`config.mk`:
```
export PLATFORM = sky130hd
export DESIGN_NAME = stn_fpgen
export DESIGN_NICKNAME = d
export VERILOG_FILES = /design/src/rtl/stn_fpgen.sv
export SDC_FILE = /design/constraint.sdc
export NUM_CORES = 1
export LEC_CHECK = 0
export CAP_MARGIN = 30
export CORE_AREA = 3 3 66 68
export CTS_CLUSTER_DIAMETER = 150
export DETAILED_ROUTE_END_ITERATION = 8
export DIE_AREA = 0 0 69 71
export HOLD_SLACK_MARGIN = 0.05
export PLACE_DENSITY = 0.61
export SYNTH_ARGS = -nofsm -noshare
export SYNTH_HDL_FRONTEND = slang
export SYNTH_SLANG_ARGS = --single-unit
```
`constraint.sdc`:
```
create_clock -name clk -period 1.99 [get_ports clk]
set_input_delay 0.2985 -clock clk [delete_from_list [all_inputs] [get_ports clk]]
set_output_delay 0.2985 -clock clk [all_outputs]
set_load 0.05 [all_outputs]
```
`src/rtl/stn_fpgen.sv`:
```
// stn_fpgen: 4-bit monochrome STN panel timing generator.
// Pulls one nibble per shift period from an upstream reader through a
// slot handshake (din_rdy strobe, din_vld qualifier) and drives
// FPSHIFT/FPLINE/FPFRAME/FPDAT[3:0] with frame blank, line blank and
// active periods. All panel outputs are registered; only din_rdy is
// combinational so the reader sees the slot in the same cycle.
module stn_fpgen #(
  parameter int H_PIX     = 320,
  parameter int V_LINES   = 240,
  parameter int HB        = 8,
  parameter int LP_W      = 2,
  parameter int SHIFT_DIV = 4
) (
  input  logic       clk,
  input  logic       rst,
  input  logic       en,
  input  logic [3:0] din,
  input  logic       din_vld,
  output logic       din_rdy,
  output logic       frame_start,
  output logic       underrun,
  output logic       stn_fpshift,
  output logic       stn_fpline,
  output logic       stn_fpframe,
  output logic [3:0] stn_fpdat
);

  // Shift periods per active line.
  localparam int H_NIB = H_PIX / 4;
  // hcnt counts both active and blank periods, so size it for the larger.
  localparam int H_MAX = (H_NIB > HB) ? H_NIB : HB;

  localparam int PW = $clog2(SHIFT_DIV);
  localparam int HW = $clog2(H_MAX);
  localparam int VW = $clog2(V_LINES);

  localparam logic [PW-1:0] PH_LAST  = PW'(SHIFT_DIV - 1);
  // FPSHIFT rises on the edge leaving ph=0 and falls on the edge leaving
  // this phase, giving SHIFT_DIV/2 clocks high and SHIFT_DIV/2 clocks low.
  localparam logic [PW-1:0] PH_FALL  = PW'(SHIFT_DIV / 2);
  localparam logic [HW-1:0] NIB_LAST = HW'(H_NIB - 1);
  localparam logic [HW-1:0] BLK_LAST = HW'(HB - 1);
  localparam logic [HW-1:0] LP_HI    = HW'(LP_W);
  localparam logic [VW-1:0] V_LAST   = VW'(V_LINES - 1);

  typedef enum logic [1:0] {
    IDLE = 2'd0,
    FBLK = 2'd1,
    ACT  = 2'd2,
    LBLK = 2'd3
  } state_t;

  state_t        state;
  logic [PW-1:0] ph;
  logic [HW-1:0] hcnt;
  logic [VW-1:0] vcnt;

  logic          ph_wrap;
  logic [HW-1:0] hcnt_inc;
  logic [PW-1:0] ph_inc;

  assign ph_wrap  = (ph == PH_LAST);
  assign ph_inc   = ph_wrap ? '0 : ph + PW'(1);
  assign hcnt_inc = hcnt + HW'(1);

  // Slot strobe: first phase of every active shift period.
  assign din_rdy = (state == ACT) && (ph == '0);

  // Timing FSM with counters and registered panel outputs.
  always_ff @(posedge clk or posedge rst) begin
    if (rst) begin
      state       <= IDLE;
      ph          <= '0;
      hcnt        <= '0;
      vcnt        <= '0;
      frame_start <= 1'b0;
      underrun    <= 1'b0;
      stn_fpshift <= 1'b0;
      stn_fpline  <= 1'b0;
      stn_fpframe <= 1'b0;
      stn_fpdat   <= 4'h0;
    end else begin
      frame_start <= 1'b0;
      unique case (state)
        IDLE: begin
          ph   <= '0;
          hcnt <= '0;
          vcnt <= '0;
          if (en) begin
            state       <= FBLK;
            stn_fpframe <= 1'b1;
            frame_start <= 1'b1;
          end
        end

        FBLK, LBLK: begin
          ph <= ph_inc;
          if (ph_wrap) begin
            if (hcnt == BLK_LAST) begin
              state       <= ACT;
              hcnt        <= '0;
              stn_fpline  <= 1'b0;
              stn_fpframe <= 1'b0;
              if (state == FBLK) begin
                vcnt <= '0;
              end else begin
                vcnt <= vcnt + VW'(1);
              end
            end else begin
              hcnt <= hcnt_inc;
              // hcnt_inc is never 0 here, so only the upper bound matters.
              stn_fpline <= (hcnt_inc <= LP_HI);
            end
          end
        end

        ACT: begin
          ph <= ph_inc;
          if (ph == '0) begin
            // Slot: take the nibble, or blank it and flag an underrun.
            stn_fpdat   <= din_vld ? din : 4'h0;
            stn_fpshift <= 1'b1;
            if (!din_vld) begin
              underrun <= 1'b1;
            end
          end else if (ph == PH_FALL) begin
            stn_fpshift <= 1'b0;
          end
          if (ph_wrap) begin
            if (hcnt == NIB_LAST) begin
              hcnt      <= '0;
              stn_fpdat <= 4'h0;
              if (vcnt != V_LAST) begin
                state <= LBLK;
              end else begin
                // Last line: en at this clock decides next frame vs. stop.
                vcnt <= '0;
                if (en) begin
                  state       <= FBLK;
                  stn_fpframe <= 1'b1;
                  frame_start <= 1'b1;
                end else begin
                  state <= IDLE;
                end
              end
            end else begin
              hcnt <= hcnt_inc;
            end
          end
        end

        default: state <= IDLE;
      endcase
    end
  end

endmodule

```
* Word level (Yosys, flattened, before mapping)
Index checks and enable logic that the tools add are counted.
** Word-level totals
- Output and inout port bits :: 10
- Input port bits :: 8
- Bits in registers :: 28
- Logic and storage cells :: 82
** Operators by class
- Magnitude comparators :: 1
- Mux-type cells :: 41
- Bitwise logic cells :: 1
- Equality and inequality tests :: 14
- Reductions and logical operators :: 12
- $add $sub $neg :: 3
** Operator list (count)
- two-way mux 8 bit :: 6
- two-way mux 7 bit :: 4
- case mux 8 bit (3 select lines) :: 1
- case mux 7 bit (3 select lines) :: 1
- two-way mux 4 bit :: 4
- two-way mux 1 bit :: 14
- two-way mux 2 bit :: 7
- inequality test 2 bit (second input constant) :: 5
- AND reduction 5 bit :: 2
- adder 8 x 1 -> 8 bit (second input constant) :: 1
- == test 2 bit (second input constant) :: 4
- inequality test 8 bit (second input constant) :: 1
- adder 7 x 1 -> 7 bit (second input constant) :: 1
- == test 7 x 3 -> 1 bit (second input constant) :: 1
- == test 7 bit (second input constant) :: 1
- <= comparator 7 x 2 -> 1 bit (second input constant) :: 1
- case mux 2 bit (3 select lines) :: 1
- AND reduction 2 bit :: 3
- zero test 2 bit :: 2
- case mux 2 bit (2 select lines) :: 1
- case mux 1 bit (3 select lines) :: 1
- AND reduction 3 bit :: 1
- OR reduction 3 bit :: 1
- adder 2 x 1 -> 2 bit (second input constant) :: 1
- other kinds (7) :: 7

* Longest topological paths before layout
Gate-level depths: netlist of run 1.
- Depth in word-level cells :: 5
- Gate-level depth with buffers :: 7
- Mapped depth without buffers :: 6

* Worst setup path before layout of run 1
OpenSTA, ideal clock, no wires.
- Path type :: flip-flop to flip-flop
- From :: register hcnt[0]
- To :: register vcnt[2]
- Stages on the path, launching flop included :: 7
- Library setup time :: 0.126 ns
- Arrival time :: 1.785 ns
- Setup slack :: 0.079 ns
- Period minus slack after synthesis :: 1.911 ns
- Required time :: 1.864 ns
- Path through :: dfrtp_1 > ha_1 > and4bb_4 > nand3_2 > a221o_1 > buf_6 > a221o_1
** Between the ends
- Cells in the longest elaborated chain, start to end :: 3
** RTL lines
- start, declared :: line 55 : logic [HW-1:0] hcnt;
- start signal, assigned :: line 110 : hcnt <= hcnt_inc;
- start signal, assigned :: line 147 : hcnt <= hcnt_inc;
- == test 7 x 3 -> 1 bit or == test 7 bit (tied branches) :: line 99, 130
- inequality test 2 bit (no source line) or inequality test 2 x 1 -> 1 bit (tied branches)
- AND reduction 5 bit (no source line) *
- end signal, assigned :: line 107 : vcnt <= vcnt + VW'(1);
- end, declared :: line 56 : logic [VW-1:0] vcnt;
Mark *: on every way between the ends. The rest lies on a longest branch, timed or not.
A chain may end at the register's enable or synchronous reset.

* Worst setup path after layout of run 1
- From :: register hcnt[1]
- To :: register vcnt[3]
Same word-level chain as after synthesis.

==> flow_summary_export.csv, run 1 <==
group,metric,value,unit
floorplanning,start_util,0.388,
setup_path,endpoint_kind,"flop",
layout,area.growth.synth_to_final,26.1,%
synth,synth-main-ff-cell,"dfrtp_1",
floorplanning,ios,18,
timing,worst_pin_slew,0.501,ns
clock_network,cts.root.buffer_cell,"clkbuf_8",
floorplanning,placement_rows,23,
floorplanning,dieHeight,71,µm
timing,layout_min_cycle_time,1.92,ns
global_routing,grt_pass1_vias,1280,
timing,timing.final.crit_share,0.962,
clock_network,cts-buffers-inserted,3,
timing,slew_headroom,0.665,
drt,vias_per_cell,5.40,
floorplanning,core_area,3910,µm²
power,ir_drop,0.777,mV
synth,syn_area_per_cell,9.86,µm²
clock_network,cts_resized,0,
clock_network,insertion_delay,0.28,ns
drt,drt-initial-drc-count,56,
synth,ys_async_sr_fraction,1.00,
layout,instances_no_fill,235,
setup_path,cp_max_fo,8,
flow_run,maxCapViolCount,0,
layout,layout_common_cells,"dfrtp_1, nand2_1, clkdlybuf4s50_1",
layout,fill_cells,374,
drt,postRouteAntennaNets,0,
layout,utilization,0.489,
drt,wl,3350,µm
global_routing,grt_overflow,0,
synth,ys_ff_latch,28,
timing,setup_violations,0,
clock_network,cts.sinks,28,
synth,yosysUniqueCellTypes,38,
setup_path,crit_arrival,2.09,ns
synth,netlist_instances,154,
drt,routedWlPerCell,14.2,µm
worst_hold_path,hold_path.class,"in -> async",
synth,yosys_warnings,0,
layout,drive_above_1_share,0.151,
synth,seq_area_frac_synth,0.461,
timing,hold_viol_final,0,
setup_path,cp_data_required_time,2.17,ns
placed_design,place_inst,231,
floorplanning,die_x,69,µm
global_routing,grt_max_degree,29,
global_routing,antenna_found_initial,0,
clock_network,cts_setup_buffers,0,
synth,synth_edf_count,0,
drt,vias,1268,
layout,num-nets-final,200,
timing,slew_viol_final,0,
clock_network,cts.clk_slew.worst_paths,0.10,ns
placed_design,place_area,1840,µm²
drt,drc,0,
timing,fin_hold_ws,0.366,ns
placed_design,hpwl,2510,µm
layout,final_area,1920,µm²
timing,finalClockSkew,0.00673,ns
clock_network,cts_buffer_depth,2,
clock_network,ctsHoldBuffers,0,
layout,diodes,0,
floorplanning,dieArea,4900,µm²
drt,dr.pass1.iters,4,
global_routing,grt_pass1_wl,5880,µm
synth,synth_area,1520,µm²
placed_design,place_ws,0.0535,ns
layout,final_common_cell,"dfrtp_1",
placed_design,port_buffers,17,
global_routing,grt_usage,0.147,
timing,layout_setup_ws,0.0749,ns
run_status,status,"finished clean",
clock_network,htree_levels,1,
setup_path,path_class,"reg -> reg",
setup_path,cp-start-kind,"flop",
power,power_density,1070,nW/µm²
power,power.leakage,0.000887,µW
placed_design,gp_congestion,0.866,
synth,syn-num-nets,168,
clock_network,cts_tree,"yes",
timing,clock.fmax,522,MHz
state kept, by name (all words and copies together), names as in the netlist:
signal       count
frame_start      1
underrun         1
stn_fpdat        4
state            2
stn_fpshift      1
stn_fpline       1
stn_fpframe      1
hcnt             7
vcnt             8
ph               2
cell usage after synthesis, types with 3 or more instances:
cell type	instances	share of area
dfrtp_1	28	0.46
nand2_1	19	0.047
nand3_1	11	0.036
a21oi_1	9	0.030
and3_1	9	0.037
inv_1	7	0.017
nor2_1	7	0.017
o21ai_0	7	0.023
a221o_1	6	0.040
ha_1	6	0.049
nor3_1	5	0.016
xor2_1	4	0.023
nand4_1	3	0.012
kinds of logic (layout without fill, tap and decap cells):
kind of cell             after synthesis  in the layout  share of synthesized area
AO/OA/AOI/OAI                         34             34                      0.157
XOR/XNOR                               6              6                     0.0346
adder cells (fa/ha/maj)                6              6                     0.0494
buffers and inverters                 12             43                     0.0395
flip-flops                            28             28                      0.461
multiplexers                           3              3                     0.0214
AND/OR/NAND/NOR                       65             65                      0.237
final timing paths:
path,endpoint,from,slack (ns),cells after the start
max,vcnt[3]$_DFFE_PP0P_,hcnt[1]$_DFFE_PP0P_,0.07,5
min,stn_fpdat[1]$_DFFE_PP0P_,rst,0.37,3
max reg2reg,vcnt[3]$_DFFE_PP0P_,hcnt[1]$_DFFE_PP0P_,0.07,5
min reg2reg,ph[0]$_DFF_PP0_,ph[0]$_DFF_PP0_,0.48,1
max in group asynchronous,stn_fpshift$_DFFE_PP0P_,rst,1.35,3
min in group clk,ph[0]$_DFF_PP0_,ph[0]$_DFF_PP0_,0.48,1
per-layer routing:
layer | track usage | part of all wire
met5 | 0 | 0
met4 | 0.0521 | 0.012
met3 | 0.0426 | 0.048
met2 | 0.239 | 0.51
met1 | 0.187 | 0.43
power breakdown:
group	switching, µW	internal, µW
Combinational	468	329
Sequential	116	685
Clock	185	270
Total	769	1280
worst max-delay path, cell delays in order (launching register included):
cell and delay [ns]:
dfrtp_1 0.41, ha_2 0.22, and4bb_4 0.25, nand3_2 0.10
a221o_2 0.46, a221o_1 0.37
layout make-up:
type	instances	area (µm²)	area share
clock buffer	3	41.3	0.0216
inverter	7	26.3	0.0137
multi-input combinational	114	762	0.398
tap	50	62.6	0.0327
timing repair buffer	32	293	0.153
sequential	28	701	0.366
clock inverter	1	30.0	0.0157
metrics by stage:
stage               total power, µW  setup TNS [ns]
floorplan                      1330               0
global placement               1580               0
detailed placement             1600               0
CTS                            2060               0
global route                   2190        -0.00339
finish                         2050               0
(Power assumes the default switching activity.)
==> inputs of run 2 (changes only) <==
==> constraint.sdc (replaced) <==
create_clock -name clk -period 1.99 [get_ports clk]
set_input_delay 0.4975 -clock clk [delete_from_list [all_inputs] [get_ports clk]]
set_output_delay 0.4975 -clock clk [all_outputs]
set_load 0.05 [all_outputs]
==> run 2 against run 1 <==
Net effect: final area shrank 1.9%; fmax shrank 1.5%; largest power group is now combinational logic; combinational power is 2% higher; clock-buffer cell count stayed put; clock power shrank 31%; hold slack improved by 0.12 ns; largest cell class unchanged; via count is 1.1% lower; non-clock buffer count grew 1.
==> flow_summary_export.csv, run 2 (synthesis results as in run 1) <==
group,metric,value,unit
drt,drc,0,
timing,finalClockSkew,0.00207,ns
timing,timing.final.crit_share,0.977,
power,ir_drop,0.654,mV
timing,worst_pin_slew,0.502,ns
setup_path,reg2reg_slack,0.08,ns
global_routing,grt_usage,0.142,
layout,fill_cells,373,
layout,largest_register_ff_count,8,
drt,drt-initial-drc-count,59,
setup_path,crit_chain,"clkdlybuf4s50_1",
timing,hold_viol_final,0,
placed_design,port_buffers,17,
layout,diodes,0,
placed_design,gp_congestion,0.885,
setup_path,cpPeakStageDelay,0.80,ns
flow_run,maxCapViolCount,0,
drt,postRouteAntennaNets,0,
placed_design,place_inst,230,
floorplanning,dieArea,4900,µm²
floorplanning,ios,18,
setup_path,path_class,"reg -> out",
global_routing,grt_overflow,0,
layout,final_common_cell,"dfrtp_1",
global_routing,antenna_found_initial,0,
placed_design,place_ws,0.0399,ns
clock_network,cts_buffer_depth,2,
setup_path,r2r_cells,5,
placed_design,hpwl,2470,µm
floorplanning,placement_rows,23,
worst_hold_path,whs_path_depth,1,
layout,multiInputGateArea,762,µm²
drt,vias_per_cell,5.34,
layout,drive_above_1_share,0.189,
layout,layout_common_cells,"dfrtp_1, buf_4, nand2_1",
drt,routedWlPerCell,14.1,µm
layout,top_regs,"vcnt (8), hcnt (7), stn_fpdat (4)",
global_routing,grt_pass1_vias,1248,
setup_path,endpoint_kind,"output port",
timing,layout_setup_ws,0.0461,ns
clock_network,cts.root.buffer_cell,"clkbuf_8",
clock_network,htree_levels,1,
timing,clock.fmax,514,MHz
timing,slew_headroom,0.665,
layout,num-nets-final,201,
power,power.leakage,0.000882,µW
layout,regMostFlops,"vcnt",
setup_path,cp_max_fo,2,
setup_path,critPathBufInv,1,
timing,setup_violations,0,
timing,slew_viol_final,0,
setup_path,crit_cells,1,
setup_path,slowest_stage,"clkdlybuf4s50_1",
drt,wl,3310,µm
clock_network,cts.clk_slew.worst_paths,0.09,ns
layout,area.growth.synth_to_final,23.7,%
floorplanning,core_area,3910,µm²
drt,dr.pass1.iters,4,
floorplanning,start_util,0.388,
clock_network,ctsHoldBuffers,0,
layout,instances_no_fill,235,
setup_path,cp_data_required_time,1.49,ns
global_routing,grt_pass1_wl,5780,µm
clock_network,insertion_delay,0.28,ns
power,power_density,1020,nW/µm²
floorplanning,die_x,69,µm
timing,fin_setup_tns,0,ns
run_status,status,"finished clean",
setup_path,crit_arrival,1.45,ns
layout,regArea,702,µm²
setup_path,cp-start-kind,"flop",
floorplanning,dieHeight,71,µm
setup_path,cpLargestDelayFamily,"buffers and inverters",
drt,vias,1254,
clock_network,cts_tree,"yes",
worst_hold_path,hold_path.class,"reg -> reg",
clock_network,cts-buffers-inserted,3,
timing,layout_min_cycle_time,1.94,ns
clock_network,cts.sinks,28,
global_routing,grt_max_degree,29,
## run 2: changes by cell type in the layout (fill, tap and decap cells not counted)
cell / before / now
buf_4: 15 / 22
dfrtp_1: 28 / 27
nor2b_2: 0 / 1
ha_1: 5 / 6
bufinv_16: 1 / 0
dfrtp_2: 0 / 1
nor2b_1: 2 / 1
ha_2: 1 / 0
clkdlybuf4s50_1: 16 / 10
## run 2: per-stage QoR
step,hold slack [ns],utilization,area (µm²),power (µW)
detailed placement,0.466,0.465,1820,1590
global placement,0.458,0.465,1820,1570
global route,0.506,0.480,1880,2060
CTS,0.483,0.475,1860,1920
finish,0.484,0.480,1880,1930
floorplan,0.438,-,1520,1330
## run 2: final timing paths
check,startpoint,endpoint
max in group asynchronous,rst,state[1]$_DFFE_PP0P_
min reg2reg,ph[0]$_DFF_PP0_,ph[0]$_DFF_PP0_
max,stn_fpdat[2]$_DFFE_PP0P_,stn_fpdat[2]
min,ph[0]$_DFF_PP0_,ph[0]$_DFF_PP0_
max reg2reg,hcnt[1]$_DFFE_PP0P_,vcnt[2]$_DFFE_PP0P_
min in group asynchronous,rst,stn_fpdat[3]$_DFFE_PP0P_
## run 2: final cells by class
cell class                      instances  area share
Multi-Input combinational cell        114       0.405
Inverter                                7      0.0140
Sequential cell                        28       0.374
Clock buffer                            3      0.0220
Tap cell                               50      0.0333
Timing Repair Buffer                   33       0.152
## run 2: layer usage
layer  wire [µm]  track usage  vias up
met2        1660        0.248       24
met3         128       0.0369        4
met1        1500        0.179      606
met5           0            0        -
li1            -            -      620
met4          21       0.0260        0
## run 2: power breakdown
part / total [µW] / leakage [µW] / internal [µW] / switching (µW)
logic: 812 / 0.000514 / 340 / 472
clock network: 312 / 0.0000216 / 136 / 176
registers: 801 / 0.000347 / 688 / 114
total: 1930 / 0.000882 / 1160 / 762
## run 2: what timing repair did
action / 4_1_cts / 5_1_grt
endpoints found under the setup margin: 0 / 11
setup buffers: 0 / 2
gates resized for setup: 0 / 3
==> inputs of run 3 (changes only) <==
--- a/config.mk
+++ b/config.mk
@@ -5,7 +5,7 @@
 export SDC_FILE = /design/constraint.sdc
 export NUM_CORES = 1
 export LEC_CHECK = 0
-export CAP_MARGIN = 30
+export CAP_MARGIN = 15
 export CORE_AREA = 3 3 66 68
 export CTS_CLUSTER_DIAMETER = 150
 export DETAILED_ROUTE_END_ITERATION = 8
==> results of run 3 <==
Final layout, timing and power as in run 2 (identical DEF).
